--- src/rtl/tone_cordic_scheduler.sv ---
// tone_cordic_scheduler: time-shares one CORDIC core between two tone channels and averages their sines
module tone_cordic_scheduler #(
    parameter int PHASE_INC_A = 200,
    parameter int PHASE_INC_B = 3000,
    parameter int TIMEOUT = 64
) (
    input  logic        clk,
    input  logic        rst,
    input  logic        en,
    input  logic        sample_tick,
    output logic        m_axis_phase_tvalid,
    output logic [15:0] m_axis_phase_tdata,
    input  logic        s_axis_dout_tvalid,
    input  logic [31:0] s_axis_dout_tdata,
    output logic [15:0] sample_out,
    output logic        sample_valid,
    output logic        busy,
    output logic        err_overrun,
    output logic        err_timeout
);
    localparam int CW = $clog2(TIMEOUT);
    localparam logic [CW-1:0] CNT_LAST = CW'(TIMEOUT - 1);
    localparam logic signed [16:0] PI_POS = 17'sh06488;
    localparam logic signed [16:0] TWO_PI = 17'sd51472;
    localparam logic [15:0] INC_A = 16'(PHASE_INC_A);
    localparam logic [15:0] INC_B = 16'(PHASE_INC_B);

    typedef enum logic [2:0] {IDLE, ISSUE_A, WAIT_A, ISSUE_B, WAIT_B, SUM} state_t;

    state_t        state;
    logic [CW-1:0] cnt;
    logic [15:0]   phase_a, phase_b, sin_a, sin_b;
    logic          unused_cos;

    function automatic logic [15:0] wrap(input logic [15:0] acc, input logic [15:0] inc);
        logic signed [16:0] s;
        s = $signed({acc[15], acc}) + $signed({inc[15], inc});
        return (s > PI_POS) ? 16'(s - TWO_PI) : 16'(s);
    endfunction

    assign busy = state != IDLE;
    assign unused_cos = ^s_axis_dout_tdata[15:0];

    // round sequencer: issue A, wait, issue B, wait, average; outputs are registered
    always_ff @(posedge clk) begin
        if (rst) begin
            state <= IDLE;
            cnt <= '0;
            phase_a <= '0;
            phase_b <= '0;
            sin_a <= '0;
            sin_b <= '0;
            m_axis_phase_tvalid <= 1'b0;
            m_axis_phase_tdata <= '0;
            sample_out <= '0;
            sample_valid <= 1'b0;
            err_overrun <= 1'b0;
            err_timeout <= 1'b0;
        end else begin
            m_axis_phase_tvalid <= 1'b0;
            sample_valid <= 1'b0;
            if (en && sample_tick && state != IDLE)
                err_overrun <= 1'b1;
            case (state)
                IDLE: begin
                    if (en && sample_tick) begin
                        state <= ISSUE_A;
                        m_axis_phase_tvalid <= 1'b1;
                        m_axis_phase_tdata <= phase_a;
                    end
                end
                ISSUE_A: begin
                    phase_a <= wrap(phase_a, INC_A);
                    cnt <= '0;
                    state <= WAIT_A;
                end
                WAIT_A: begin
                    if (s_axis_dout_tvalid) begin
                        sin_a <= s_axis_dout_tdata[31:16];
                        state <= ISSUE_B;
                        m_axis_phase_tvalid <= 1'b1;
                        m_axis_phase_tdata <= phase_b;
                    end else if (cnt == CNT_LAST) begin
                        err_timeout <= 1'b1;
                        state <= IDLE;
                    end else begin
                        cnt <= cnt + 1'b1;
                    end
                end
                ISSUE_B: begin
                    phase_b <= wrap(phase_b, INC_B);
                    cnt <= '0;
                    state <= WAIT_B;
                end
                WAIT_B: begin
                    if (s_axis_dout_tvalid) begin
                        sin_b <= s_axis_dout_tdata[31:16];
                        state <= SUM;
                    end else if (cnt == CNT_LAST) begin
                        err_timeout <= 1'b1;
                        state <= IDLE;
                    end else begin
                        cnt <= cnt + 1'b1;
                    end
                end
                SUM: begin
                    sample_out <= 16'(({sin_a[15], sin_a} + {sin_b[15], sin_b}) >> 1);
                    sample_valid <= 1'b1;
                    state <= IDLE;
                end
                default: state <= IDLE;
            endcase
        end
    end
endmodule

--- config.mk ---
export PLATFORM = sky130hd
export DESIGN_NAME = tone_cordic_scheduler
export DESIGN_NICKNAME = d
export VERILOG_FILES = /design/src/rtl/tone_cordic_scheduler.sv
export SDC_FILE = /design/constraint.sdc
export NUM_CORES = 1
export LEC_CHECK = 0
export ABC_CLOCK_PERIOD_IN_PS = 9100
export BUFFER_PORTS_ARGS = -buffer_cell sky130_fd_sc_hd__buf_2
export CORE_MARGIN = 2
export CORE_UTILIZATION = 52
export DETAILED_ROUTE_END_ITERATION = 12
export HOLD_SLACK_MARGIN = 0.05
export PLACE_DENSITY = 0.81
export REMOVE_ABC_BUFFERS = 1
export SETUP_SLACK_MARGIN = 0.05
export SYNTH_ARGS = -nofsm -noshare
export SYNTH_HDL_FRONTEND = slang
export SYNTH_SLANG_ARGS = --single-unit
--- constraint.sdc ---
create_clock -name clk -period 9.1 [get_ports clk]
set_input_delay 0.455 -clock clk [delete_from_list [all_inputs] [get_ports clk]]
set_output_delay 0.455 -clock clk [all_outputs]
set_load 0.05 [all_outputs]
==> results of run 1 <==
-- flip-flops by register name, summed over array words and instances (netlist names) --
name and flops:
sin_a 16, sample_valid 1, sample_out 16, phase_b 13
state 3, err_timeout 1, sin_b 16, m_axis_phase_tvalid 1
m_axis_phase_tdata 13, phase_a 13, cnt 6, err_overrun 1
-- worst min-delay path: stages --
cell and delay, ps:
buf_2 100, nand2_1 50, a21oi_1 50
-- layer usage --
layer	routed length, um	global-route usage	vias to the layer above	part of all wire
met5	0	0	-	0
met4	339	0.07871	0	0.023
met3	758	0.05271	30	0.051
met2	7053	0.3827	183	0.47
met1	6816	0.2970	2774	0.46
li1	-	-	3016	-
-- final timing paths --
kind | start | endpoint | slack (ps) | cells after the start
max | phase_b[3] | phase_b[8] | 5180 | 11
min reg2reg | sample_out[9] | sample_out[9] | 450 | 2
min | s_axis_dout_tdata[17] | sin_b[1] | 330 | 3
max reg2reg | phase_b[3] | phase_b[8] | 5180 | 11
-- area by class of cell --
| class | instances | area share |
|---|---|---|
| Timing Repair Buffer | 58 | 0.04353 |
| Multi-Input combinational cell | 670 | 0.5853 |
| Sequential cell | 100 | 0.2878 |
| Inverter | 22 | 0.01187 |
| Clock buffer | 9 | 0.03237 |
| Clock inverter | 7 | 0.01277 |
| Tap cell | 147 | 0.02644 |
-- power by group through the flow --
stage / registers, mW / clock network (mW) / logic [mW]
2_1_floorplan: 0.490 / 0 / 0.0676
3_3_place_gp: 0.473 / 0 / 0.121
3_5_place_dp: 0.473 / 0 / 0.123
4_1_cts: 0.463 / 0.403 / 0.124
5_1_grt: 0.465 / 0.420 / 0.135
6_report: 0.463 / 0.396 / 0.124
-- stage by stage --
stage          setup slack [ps]    util  std cells  cell area [um^2]  hold slack [ps]
2_1_floorplan              5684       -        792              6152            434.0
3_3_place_gp               5277  0.5530        997              6643            437.2
3_5_place_dp               5210  0.5530        997              6643            441.1
4_1_cts                    5205  0.5792       1013              6957            329.0
5_1_grt                    4915  0.5792       1013              6957            328.7
6_report                   5176  0.5792       1013              6957            334.6
-- cells by family after synthesis --
logic type	Yosys count	synth area share
xor gates and xnor gates	36	0.04908
buffers and inverters	90	0.05648
DFF	100	0.3116
and+or+nand+nor	358	0.2627
muxes	22	0.03564
other	1	0.0005837
adders and majority gates	24	0.04791
AOI/OAI and AO/OA	227	0.2360
-- cells in the mapped netlist (6+ instances only) --
cell type | n | area share
buf_1 | 8 | 0.0047
dfxtp_1 | 100 | 0.31
o21ai_0 | 32 | 0.025
nand4_1 | 11 | 0.011
nand2_1 | 131 | 0.077
a211oi_1 | 22 | 0.026
nor2_1 | 92 | 0.054
xnor2_1 | 27 | 0.037
a21oi_1 | 83 | 0.065
xor2_1 | 9 | 0.012
o21a_1 | 7 | 0.0082
nand2b_1 | 12 | 0.012
nand3_1 | 23 | 0.018
or3_1 | 8 | 0.0078
mux2i_1 | 15 | 0.023
mux2_2 | 6 | 0.011
nor2b_1 | 15 | 0.015
and3_1 | 7 | 0.0068
a311oi_1 | 6 | 0.0082
ha_1 | 23 | 0.045
and2_1 | 8 | 0.0078
clkbuf_1 | 50 | 0.029
nor3_1 | 22 | 0.017
a31oi_1 | 11 | 0.011
inv_1 | 22 | 0.013
==> results.cfg, run 1 <==
[grt]
antenna_found_initial = 0
grt_pass1_wl_mm = 24.83
grt_max_degree = 57
grt_use_total = 0.2309
grt_pass1_vias = 5329
grt-ovfl-total = 0

[die]
ios = 74
die_area_um2 = 13260
initial_core_util = 0.5349
die_w_um = 115.2
die_y_um = 115.2
fp-row-count = 40
coreArea_um2 = 12010

[timing]
rsz0062_at_grt = false
period_needed_ps = 3924
tightest_slew_ps = 1116
period_share = 0.4312
maxSlewHeadroom = 0.2558
setup_violations = 0
hold_viol_final = 0
maxSlewViolCount = 0
skew_ps = 14.61
fmax_mhz = 254.8
tns_ps = 0

[yosys]
postSynthRegisterBits = 100
async_flop_share = 0
yosys_warnings = 0
syn_area_um2 = 6425
synth_edf_count = 0
synthDistinctLibCells = 83
synth.yosys.seq_area_share = 0.3116
synthCells = 858
synth_ff_type = dfxtp_1
syn_area_per_cell_um2 = 7.488

[worst_setup_path]
crit_buf_inv = 1
max_stage_delay_ps = 550
crit_path_end_kind = flip-flop
cp.required_ps = 9350
path_max_fanout = 11
crit_path_start_kind = flip-flop
crit_arrival_ps = 4170
cp_slowest_cell = dfxtp_1
cp_top_family = simple AND/OR/NAND/NOR gates
cp_cell_sequence = inv_1 -> ha_1 -> nand2b_1 -> a211oi_4 -> nor3_2 -> and2b_1 -> a221oi_4 -> nor2_4 -> o2bb2ai_1 -> or4b_1 -> mux2_1
critPathKind = reg2reg

[drt]
wl_per_cell_um = 14.77
num_vias = 6003
viasPerCell = 5.926
drt_iter0_markers = 418
ant_nets = 0
dr.pass1.iters = 6
drc = 0
drt_wl_total_mm = 14.97

[power]
swShare = 0.3010
ir_drop_mv = 0.1251
combPwrFrac = 0.126
p_clk_frac = 0.403
seqPwrFrac = 0.471
p_switching_mw = 0.2957
internal_power_mw = 0.6866
powerDensity_nw_per_um2 = 141.2
power_mw = 0.9822
leakagePower_nw = 2.606

[worst_hold_path]
hold_path.class = in2reg

[clock_tree]
cts_setup_buffers = 0
cts.htree.levels = 3
path_clk_slew_ps = 80
root_buffer = clkbuf_16
clk_path_buf_depth = 2
clock_latency_ps = 370
cts-hold-fix-buffers = 0
post_cts_resized = 0
clock_sinks = 100
numCtsBuffers = 9
cts_tree = yes

[final_layout]
drive_gt1_frac = 0.1189
multiInputGateArea_um2 = 4071
regArea_um2 = 2002
final_common_cell = nand2_1
nets = 922
layout_common_cells = 131 x nand2_1, 100 x dfxtp_1, 92 x nor2_1, 83 x a21oi_1, 53 x buf_2
fill_cells = 1133
syn2layout_area_growth_pct = 8.277
antenna_cells = 0

[job]
maxCapViolCount = 0

[placement]
numPortBuffers = 54
gp_congestion = 0.8995
place.detailed.hpwl_mm = 10.37

[status]
status = finished clean
Note: power is estimated with default switching activity, not from simulation.
==> run 2: changes to the inputs <==
--- a/config.mk
+++ b/config.mk
@@ -5,13 +5,14 @@
 export SDC_FILE = /design/constraint.sdc
 export NUM_CORES = 1
 export LEC_CHECK = 0
-export ABC_CLOCK_PERIOD_IN_PS = 9100
+export ABC_AREA = 1
+export ABC_CLOCK_PERIOD_IN_PS = 4000
 export BUFFER_PORTS_ARGS = -buffer_cell sky130_fd_sc_hd__buf_2
 export CORE_MARGIN = 2
 export CORE_UTILIZATION = 52
 export DETAILED_ROUTE_END_ITERATION = 12
 export HOLD_SLACK_MARGIN = 0.05
-export PLACE_DENSITY = 0.81
+export PLACE_DENSITY = 0.82
 export REMOVE_ABC_BUFFERS = 1
 export SETUP_SLACK_MARGIN = 0.05
 export SYNTH_ARGS = -nofsm -noshare
==> constraint.sdc (replaced) <==
create_clock -name clk -period 4 [get_ports clk]
set_input_delay 0.2 -clock clk [delete_from_list [all_inputs] [get_ports clk]]
set_output_delay 0.2 -clock clk [all_outputs]
set_load 0.05 [all_outputs]
==> run 2 against run 1 <==
Against the previous run:
- fmax grew 34%
- sequential power grew to 2.8 times the previous value
- flip-flop and latch count is the same
- final cell count grew 3.3%
- clock power grew 49%
- worst setup slack lost 4100 ps
- largest cell class unchanged
- synthesized area shrank 9.2%
- critical endpoint is now sin_a[1]
- wire length shrank 13%
- first-iteration DRC count shrank 5.0%
- die area shrank 8.9%
- non-clock buffer count grew 1
==> results.cfg, run 2 <==
[die]
die_y_um = 109.9
ios = 74
initial_core_util = 0.5360
fp-row-count = 38
die_area_um2 = 12090
die_w_um = 109.9
coreArea_um2 = 10890

[drt]
drt_iter0_markers = 397
drt_wl_total_mm = 12.99
num_vias = 5552
viasPerCell = 5.308
drc = 0
wl_per_cell_um = 12.42
dr.pass1.iters = 5
ant_nets = 0

[yosys]
synth_compound_gate_area_share = 0.1707
synthTopCellsByArea = dfxtp_1 34%, nand2_1 14%, nand3_1 6.2%, inv_1 6.2%, o21ai_0 5.7%
yosys_warnings = 0
synthDistinctLibCells = 44
syn_area_per_cell_um2 = 6.762
synth.most_common_cell = nand2_1
syn_area_um2 = 5836
synth_top_area_cell = dfxtp_1
synth_edf_count = 0
synth.yosys.seq_area_share = 0.3431
synth_ff_type = dfxtp_1
yosys.area_share.simple = 0.2929
synthAdderAreaFrac = 0.05274
postSynthRegisterBits = 100
synth.area.mux_share = 0
synth_top_area_share = 0.3431
synth_top_family_by_area = simple AND/OR/NAND/NOR gates
async_flop_share = 0
netlist_top_cells_count = 215 x nand2_1, 100 x dfxtp_1, 96 x inv_1
synthCells = 863
synthXorXnorAreaFrac = 0.04481

[timing]
setup_violations = 0
maxSlewHeadroom = 0.4758
period_share = 0.7335
tns_ps = 0
skew_ps = 11.03
period_needed_ps = 2934
maxSlewViolCount = 0
hold_viol_final = 0
fmax_mhz = 340.8
tightest_slew_ps = 785.4
rsz0062_at_grt = false

[final_layout]
multiInputGateArea_um2 = 3291
final_common_cell = nand2_1
nets = 963
syn2layout_area_growth_pct = 8.834
antenna_cells = 0
fill_cells = 1035
regArea_um2 = 2002
drive_gt1_frac = 0.1225
layout_common_cells = 215 x nand2_1, 100 x dfxtp_1, 96 x inv_1, 72 x nand3_1, 66 x o21ai_0
final_core_util = 0.5833
top_regs = sample_out (16), sin_a (16), sin_b (16)

[power]
power_mw = 3.358
ir_drop_mv = 0.4113
leakagePower_nw = 3.052
powerDensity_nw_per_um2 = 528.7

[grt]
grt-ovfl-total = 0
grt_pass1_wl_mm = 22.20
grt_max_degree = 42
antenna_found_initial = 0
grt_use_total = 0.2259
grt_pass1_vias = 5071

[job]
maxCapViolCount = 0

[clock_tree]
path_clk_slew_ps = 100
cts.htree.levels = 3
cts_tree = yes
post_cts_resized = 0
clk_path_buf_depth = 2
numCtsBuffers = 9
clock_latency_ps = 370
cts_setup_buffers = 0
root_buffer = clkbuf_8
clock_sinks = 100
cts-hold-fix-buffers = 1

[worst_hold_path]
hold_path.class = in2reg

[placement]
place.detailed.hpwl_mm = 9.263
gp_congestion = 0.9132
numPortBuffers = 54

[worst_setup_path]
crit_path_end_kind = flip-flop
cp.required_ps = 4260
critPathKind = reg2reg
path_max_fanout = 17
crit_arrival_ps = 3190
crit_path_start_kind = flip-flop

[status]
status = finished clean
[run 2: power by group]
part / internal, mW / total (mW) / switching, mW / leakage [nW]
Combinational: 0.441 / 1.46 / 1.02 / 2.16
Clock: 0.228 / 0.590 / 0.362 / 0.0796
Sequential: 1.16 / 1.31 / 0.154 / 0.811
[run 2: path summary, 6_finish.rpt]
kind	start	end	slack, ps	cells past startpoint
max	state[1]	sin_a[1]	1070	7
min	s_axis_dout_tdata[19]	sin_a[3]	60	3
max reg2reg	state[1]	sin_a[1]	1070	7
min reg2reg	err_timeout	err_timeout	470	1
[run 2: kinds of logic after synthesis]
kind of cell / after synthesis
buffers and inverters: 140
AND/OR/NAND/NOR: 391
XOR/XNOR: 29
other: 1
AO/OA/AOI/OAI: 178
flip-flops: 100
adder cells (fa/ha/maj): 24
[run 2: worst max-delay path, cell delays in order, from the launching register on]
cell and delay [ps]:
dfxtp_1 400, inv_1 110, nor3_4 460, inv_2 250, nor2_2 560, clkinv_1 630
o21ai_0 340, a21oi_1 60
[run 2: routing by layer]
metal	share of wire	GRT usage	vias up
met3	0.059	0.04386	18
li1	-	-	2900
met4	0.016	0.06691	0
met2	0.45	0.3720	136
met1	0.48	0.2986	2498
met5	0	0	-
[run 2: layout make-up]
cell class,count,share of cell area
multi-input cells,625,0.5181
flip-flops and latches,100,0.3152
inverters,107,0.06324
repair buffers,59,0.04886
well taps,140,0.02758
clock buffers,9,0.01950
clock inverters,6,0.007486
[run 2: per-stage QoR]
step                std cells  worst slack, ps  hold slack, ps  cell area, um^2
detailed placement       1030             1067           447.5             6170
finish                   1046             1066           63.51             6351
global placement         1030             1184           438.1             6170
global route             1046            686.5           55.24             6351
CTS                      1046             1049           51.11             6351
floorplan                 832             1551           262.4             5689
